==> config.mk <==
export PLATFORM = sky130hd
export DESIGN_NAME = wb_regfile
export DESIGN_NICKNAME = d
export VERILOG_FILES = /design/src/rtl/wb_regfile.sv
export SDC_FILE = /design/constraint.sdc
export NUM_CORES = 2
export LEC_CHECK = 0
export CELL_PAD_IN_SITES_DETAIL_PLACEMENT = 1
export CELL_PAD_IN_SITES_GLOBAL_PLACEMENT = 2
export CORE_MARGIN = 2
export CORE_UTILIZATION = 46
export CTS_BUF_LIST = sky130_fd_sc_hd__clkbuf_4
export DETAILED_ROUTE_END_ITERATION = 10
export PLACE_DENSITY = 0.88
export SLEW_MARGIN = 10
export SYNTH_ARGS = -nofsm -noshare
export SYNTH_HDL_FRONTEND = slang
export SYNTH_SLANG_ARGS = --single-unit
export TNS_END_PERCENT = 10
==> constraint.sdc <==
create_clock -name Clock -period 5.3 [get_ports Clock]
set_input_delay 1.06 -clock Clock [delete_from_list [all_inputs] [get_ports Clock]]
set_output_delay 1.06 -clock Clock [all_outputs]
set_load 0.05 [all_outputs]
==> src/rtl/wb_regfile.sv <==
// Register file with write-back bypass and a per-register in-flight scoreboard.
// Stall guards operand hazards and in-flight counter saturation; ScoreErr flags scoreboard underflow.
module wb_regfile #(
    parameter logic [31:0] REG_RESET = 32'h0000_0000
) (
    input  logic        Clock,
    input  logic        nReset,
    input  logic        WBWrite,
    input  logic [4:0]  WBAddr,
    input  logic [31:0] WBData,
    input  logic [4:0]  ReadAddrA,
    input  logic [4:0]  ReadAddrB,
    input  logic        UseA,
    input  logic        UseB,
    input  logic        IssueValid,
    input  logic [4:0]  IssueDest,
    output logic [31:0] DataA,
    output logic [31:0] DataB,
    output logic        Stall,
    output logic        ScoreErr
);

    // Entry 0 is reset to zero and never written, so it reads as 0 without a mux.
    logic [31:0] regs [32];
    logic [1:0]  cnt  [32];

    logic        wb_en;
    logic        byp_a;
    logic        byp_b;
    logic        haz_a;
    logic        haz_b;
    logic        full;
    logic        issue_go;
    logic        underflow;
    logic [31:0] inc_vec;
    logic [31:0] dec_vec;
    logic        score_err;

    always_comb begin
        wb_en = WBWrite && (WBAddr != 5'd0);
        byp_a = wb_en && (WBAddr == ReadAddrA);
        byp_b = wb_en && (WBAddr == ReadAddrB);

        // A bypass only clears the hazard when this write-back is the last one pending.
        haz_a = UseA && (cnt[ReadAddrA] != 2'd0) && !(byp_a && (cnt[ReadAddrA] == 2'd1));
        haz_b = UseB && (cnt[ReadAddrB] != 2'd0) && !(byp_b && (cnt[ReadAddrB] == 2'd1));
        full  = (IssueDest != 5'd0) && (cnt[IssueDest] == 2'd3);
        Stall = haz_a || haz_b || full;

        issue_go  = IssueValid && !Stall && (IssueDest != 5'd0);
        inc_vec   = issue_go ? (32'd1 << IssueDest) : 32'd0;
        dec_vec   = wb_en ? (32'd1 << WBAddr) : 32'd0;
        underflow = wb_en && !inc_vec[WBAddr] && (cnt[WBAddr] == 2'd0);

        DataA = byp_a ? WBData : regs[ReadAddrA];
        DataB = byp_b ? WBData : regs[ReadAddrB];
    end

    // NOTE: the array is reset on purpose (its reset contents are visible on the read ports),
    // so it maps to flops with async clear rather than a RAM macro.
    always_ff @(posedge Clock or negedge nReset) begin
        if (!nReset) begin
            for (int i = 0; i < 32; i++) begin
                regs[i] <= (i == 0) ? 32'd0 : REG_RESET;
                cnt[i]  <= 2'd0;
            end
            score_err <= 1'b0;
        end else begin
            if (wb_en) begin
                regs[WBAddr] <= WBData;
            end
            // Simultaneous issue and write-back on one register cancel; decrement clamps at 0.
            for (int i = 0; i < 32; i++) begin
                if (inc_vec[i] && !dec_vec[i]) begin
                    cnt[i] <= cnt[i] + 2'd1;
                end else if (dec_vec[i] && !inc_vec[i] && (cnt[i] != 2'd0)) begin
                    cnt[i] <= cnt[i] - 2'd1;
                end
            end
            if (underflow) begin
                score_err <= 1'b1;
            end
        end
    end

    assign ScoreErr = score_err;

endmodule

==> metrics.txt <==
biggest area consumer among synthesized cells sky130_fd_sc_hd__dfrtp_1; most instantiated library cell after synthesis sky130_fd_sc_hd__dfrtp_1; number of antenna violations at the first check in global routing 4; Area growth, synth to finish 14.1%; global routing usage summed across all routing layers between 30 and 40%; Setup Skew between 0.06 and 0.07 ns; cts bufs inserted approximately 320; CP max stage cell sky130_fd_sc_hd__a2111oi_0; global-route met2 utilization 47.5%; worst-margin pin slew 1.17 ns; total via count after detailed routing about 42k; synth warn 0; chain of cells forming the critical path clkdlybuf4s50_1 > buf_4 > nand2b_1 > o221a_2 > a2111oi_0 > a31oi_1 > nand3_1 > nor3_4 > inv_2 > buf_12; Die Wd 366 µm; average footprint of a synthesized cell ~14 µm²; Vert. Die Dim roughly 370 µm; Final setup viols 0; busiest metal layer after global routing met2; largest vdd supply drop about 0.00024 V; Gate Count Post-Synth between 4k and 5k; CTS max path bufs 4; starting utilization of the core area between 40 and 50%; Reg area ~0.027 mm²; Peak Freq around 190 MHz; Post-DRT Antenna Nets 0; post-cts resize count 0; source-to-sink clock delay at the later pin of the worst-skew pair around 1.3 ns; cell types occupying the most area after synthesis sky130_fd_sc_hd__dfrtp_1, sky130_fd_sc_hd__mux4_2, sky130_fd_sc_hd__mux2_2; DR vias/cell between 6 and 7; placeable core region roughly 0.13 mm²; Relative slew margins a little over a fifth; capturing element type of the critical path primary output; Initial DRC Count about 4.2k; run status complete, no violations; proportion of netlist area held by the largest area contributor a little under half; net count after synthesis between 4k and 5k; Syn Std Cell Area slightly above 0.06 mm²; CTS tree done; Post-route DRC 0; die area about 0.13 mm²; filler cell count in the final layout between 10k and 15k; unrepaired setup endpoints after global routing false; Req. time, crit path approximately 4.2 ns; Post-layout nets about 4.5k; number of port buffers roughly 120; Final Hold Fails 0; largest stage delay on the critical path just over 0.8 ns; buffer type at the clock tree root sky130_fd_sc_hd__clkbuf_4; io pins 124; top post-synthesis cells by count sky130_fd_sc_hd__dfrtp_1, sky130_fd_sc_hd__mux2_2, sky130_fd_sc_hd__mux4_2; clock sink count 1,089; post-route setup TNS 0 ns; Synth cell types 64; share of the clock period used by the worst path 96.9%; Most used DFF post-synth sky130_fd_sc_hd__dfrtp_1; post-synthesis sequential area ratio a little under half; largest fanout on the critical path 14; time the final worst path needs with I/O delays and setup just over 5 ns; grt met1 use 39.9%; routability cong. 0.918; power density cells approximately 370 mW/mm²; area occupied by multi-input gates roughly 0.032 mm²; FF+latch count, synth 1,089; H-tree level count 5; WS Path Type in2out; DP HPWL about 120 mm; CP Launch Type input port; class of the tightest hold or removal check reg2reg; share of the core filled with cells in the final layout around 53%; detailed-route wire length per cell around 32 µm; met3 Usage GRT between 6 and 7%; global-route wire length before repair 304 mm; reported max-cap violation count 0; number of synthesized flops with an enable pin 0; async set-reset flop share out of synthesis 100%; leftover overflow at the end of global routing 0; number of rows created at floorplan between 100 and 150; vias in the first global route roughly 46k; leak pwr 29.6 nW; maximum number of pins on one net before global-route repair 156; Clock transition at path regs around 0.070 ns; DR pass1 iterations 5; fraction of final layout cells sized beyond drive strength 1 about half; max-slew violation count 0; aggregate routed wire length about 200 mm; signal arrival time at the worst endpoint roughly 4.1 ns
==> flip-flops by register name, indices dropped and copies added, names as in the netlist <==
register	flops
ScoreErr	1
cnt	64
regs	1024
==> placed cells by master, fill, tap and decap left out, types with 7 or more instances in the layout <==
master / instances
sky130_fd_sc_hd__a211o_1: 15
sky130_fd_sc_hd__nor4_1: 9
sky130_fd_sc_hd__buf_4: 152
sky130_fd_sc_hd__and2_1: 22
sky130_fd_sc_hd__nand3_1: 51
sky130_fd_sc_hd__buf_12: 125
sky130_fd_sc_hd__o31ai_1: 15
sky130_fd_sc_hd__o22ai_1: 9
sky130_fd_sc_hd__nor3b_1: 8
sky130_fd_sc_hd__nor2_1: 65
sky130_fd_sc_hd__o2bb2ai_1: 14
sky130_fd_sc_hd__nand3b_1: 7
sky130_fd_sc_hd__nor3_1: 27
sky130_fd_sc_hd__mux4_2: 673
sky130_fd_sc_hd__nand2_1: 435
sky130_fd_sc_hd__a21oi_1: 30
sky130_fd_sc_hd__nand2_4: 7
sky130_fd_sc_hd__and3b_1: 13
sky130_fd_sc_hd__mux2_2: 902
sky130_fd_sc_hd__clkinv_2: 11
sky130_fd_sc_hd__clkdlybuf4s50_1: 49
sky130_fd_sc_hd__nand2b_1: 16
sky130_fd_sc_hd__dfrtp_1: 1089
sky130_fd_sc_hd__mux2i_1: 71
sky130_fd_sc_hd__and3_1: 9
sky130_fd_sc_hd__inv_1: 13
sky130_fd_sc_hd__a211oi_1: 7
sky130_fd_sc_hd__xnor2_1: 10
sky130_fd_sc_hd__inv_2: 9
sky130_fd_sc_hd__o2111ai_1: 13
sky130_fd_sc_hd__clkinv_1: 52
sky130_fd_sc_hd__nand4_1: 19
sky130_fd_sc_hd__nor2_4: 24
sky130_fd_sc_hd__nor2b_1: 30
sky130_fd_sc_hd__o211ai_1: 23
sky130_fd_sc_hd__o21ai_0: 90
sky130_fd_sc_hd__clkbuf_4: 440
==> repair_timing <==
item                      CTS  global route
hold buffers                1             0
setup buffers               0             0
hold endpoints to repair   68             0
==> worst max-delay path: cells and delay by family <==
| kind | cells | cell delay (ns) |
|---|---|---|
| buffers and inverters | 4 | 1.31 |
| AND/OR/NAND/NOR | 3 | 0.46 |
| AO/OA/AOI/OAI | 3 | 1.24 |
==> final cells by class <==
cell class                      instances  area share [%]
Clock inverter                         71           0.443
Inverter                               16          0.0963
Sequential cell                      1089            39.6
Tap cell                             1742            3.16
Timing Repair Buffer                  335            6.17
Antenna cell                            3          0.0109
Clock buffer                          440            4.80
Multi-Input combinational cell       2670            45.8
==> power by group <==
group	total (mW)	switching (mW)	leakage, nW	internal, mW
Sequential	11.3	1.39	14.0	9.88
Clock	7.61	3.77	2.19	3.84
Combinational	6.68	2.89	13.4	3.79
==> final timing paths <==
check,from,slack (ns),cells past startpoint,endpoint
setup / recovery,IssueDest[1],0.17,10,Stall
hold / removal,regs[1007],0.40,0,regs[1007]
hold reg to reg,regs[1007],0.40,0,regs[1007]
min in group asynchronous,nReset,0.47,2,cnt[30]
max in group asynchronous,nReset,3.37,3,regs[527]
setup reg to reg,cnt[50],1.78,10,cnt[39]
==> stage by stage <==
step	worst slack [ns]	hold slack [ns]	power [mW]	instances	area, µm²
final	0.166	0.399	25.6	6366	68900
after global routing	0.125	0.411	26.7	6365	68900
after CTS	0.231	0.398	25.7	6363	68900
after detailed placement	0.254	0.384	18.0	5851	65300
after global placement	0.245	0.376	17.6	5851	65300
after floorplan	0.0332	0.441	15.4	4237	60400
==> per-layer routing <==
| layer | share of wire, % | routed length [µm] | vias up |
|---|---|---|---|
| met4 | 4.9 | 9730 | 2 |
| met2 | 48 | 96000 | 1938 |
| met5 | 0.0065 | 13 | - |
| met1 | 40 | 79700 | 22641 |
| met3 | 7.6 | 15200 | 549 |
| li1 | - | - | 16664 |
==> logic make-up (layout without fill, tap and decap cells) <==
group                     Yosys count  in the layout  synth area share, %
muxes                            1646           1646                 43.1
DFF                              1089           1089                 45.1
and+or+nand+nor                   762            762                 5.69
buffers and inverters             478            862                 3.10
AOI/OAI and AO/OA                 248            248                 2.77
xor gates and xnor gates           14             14                0.203
other                               0              3                    0
Note: power is estimated with default switching activity, not from simulation.
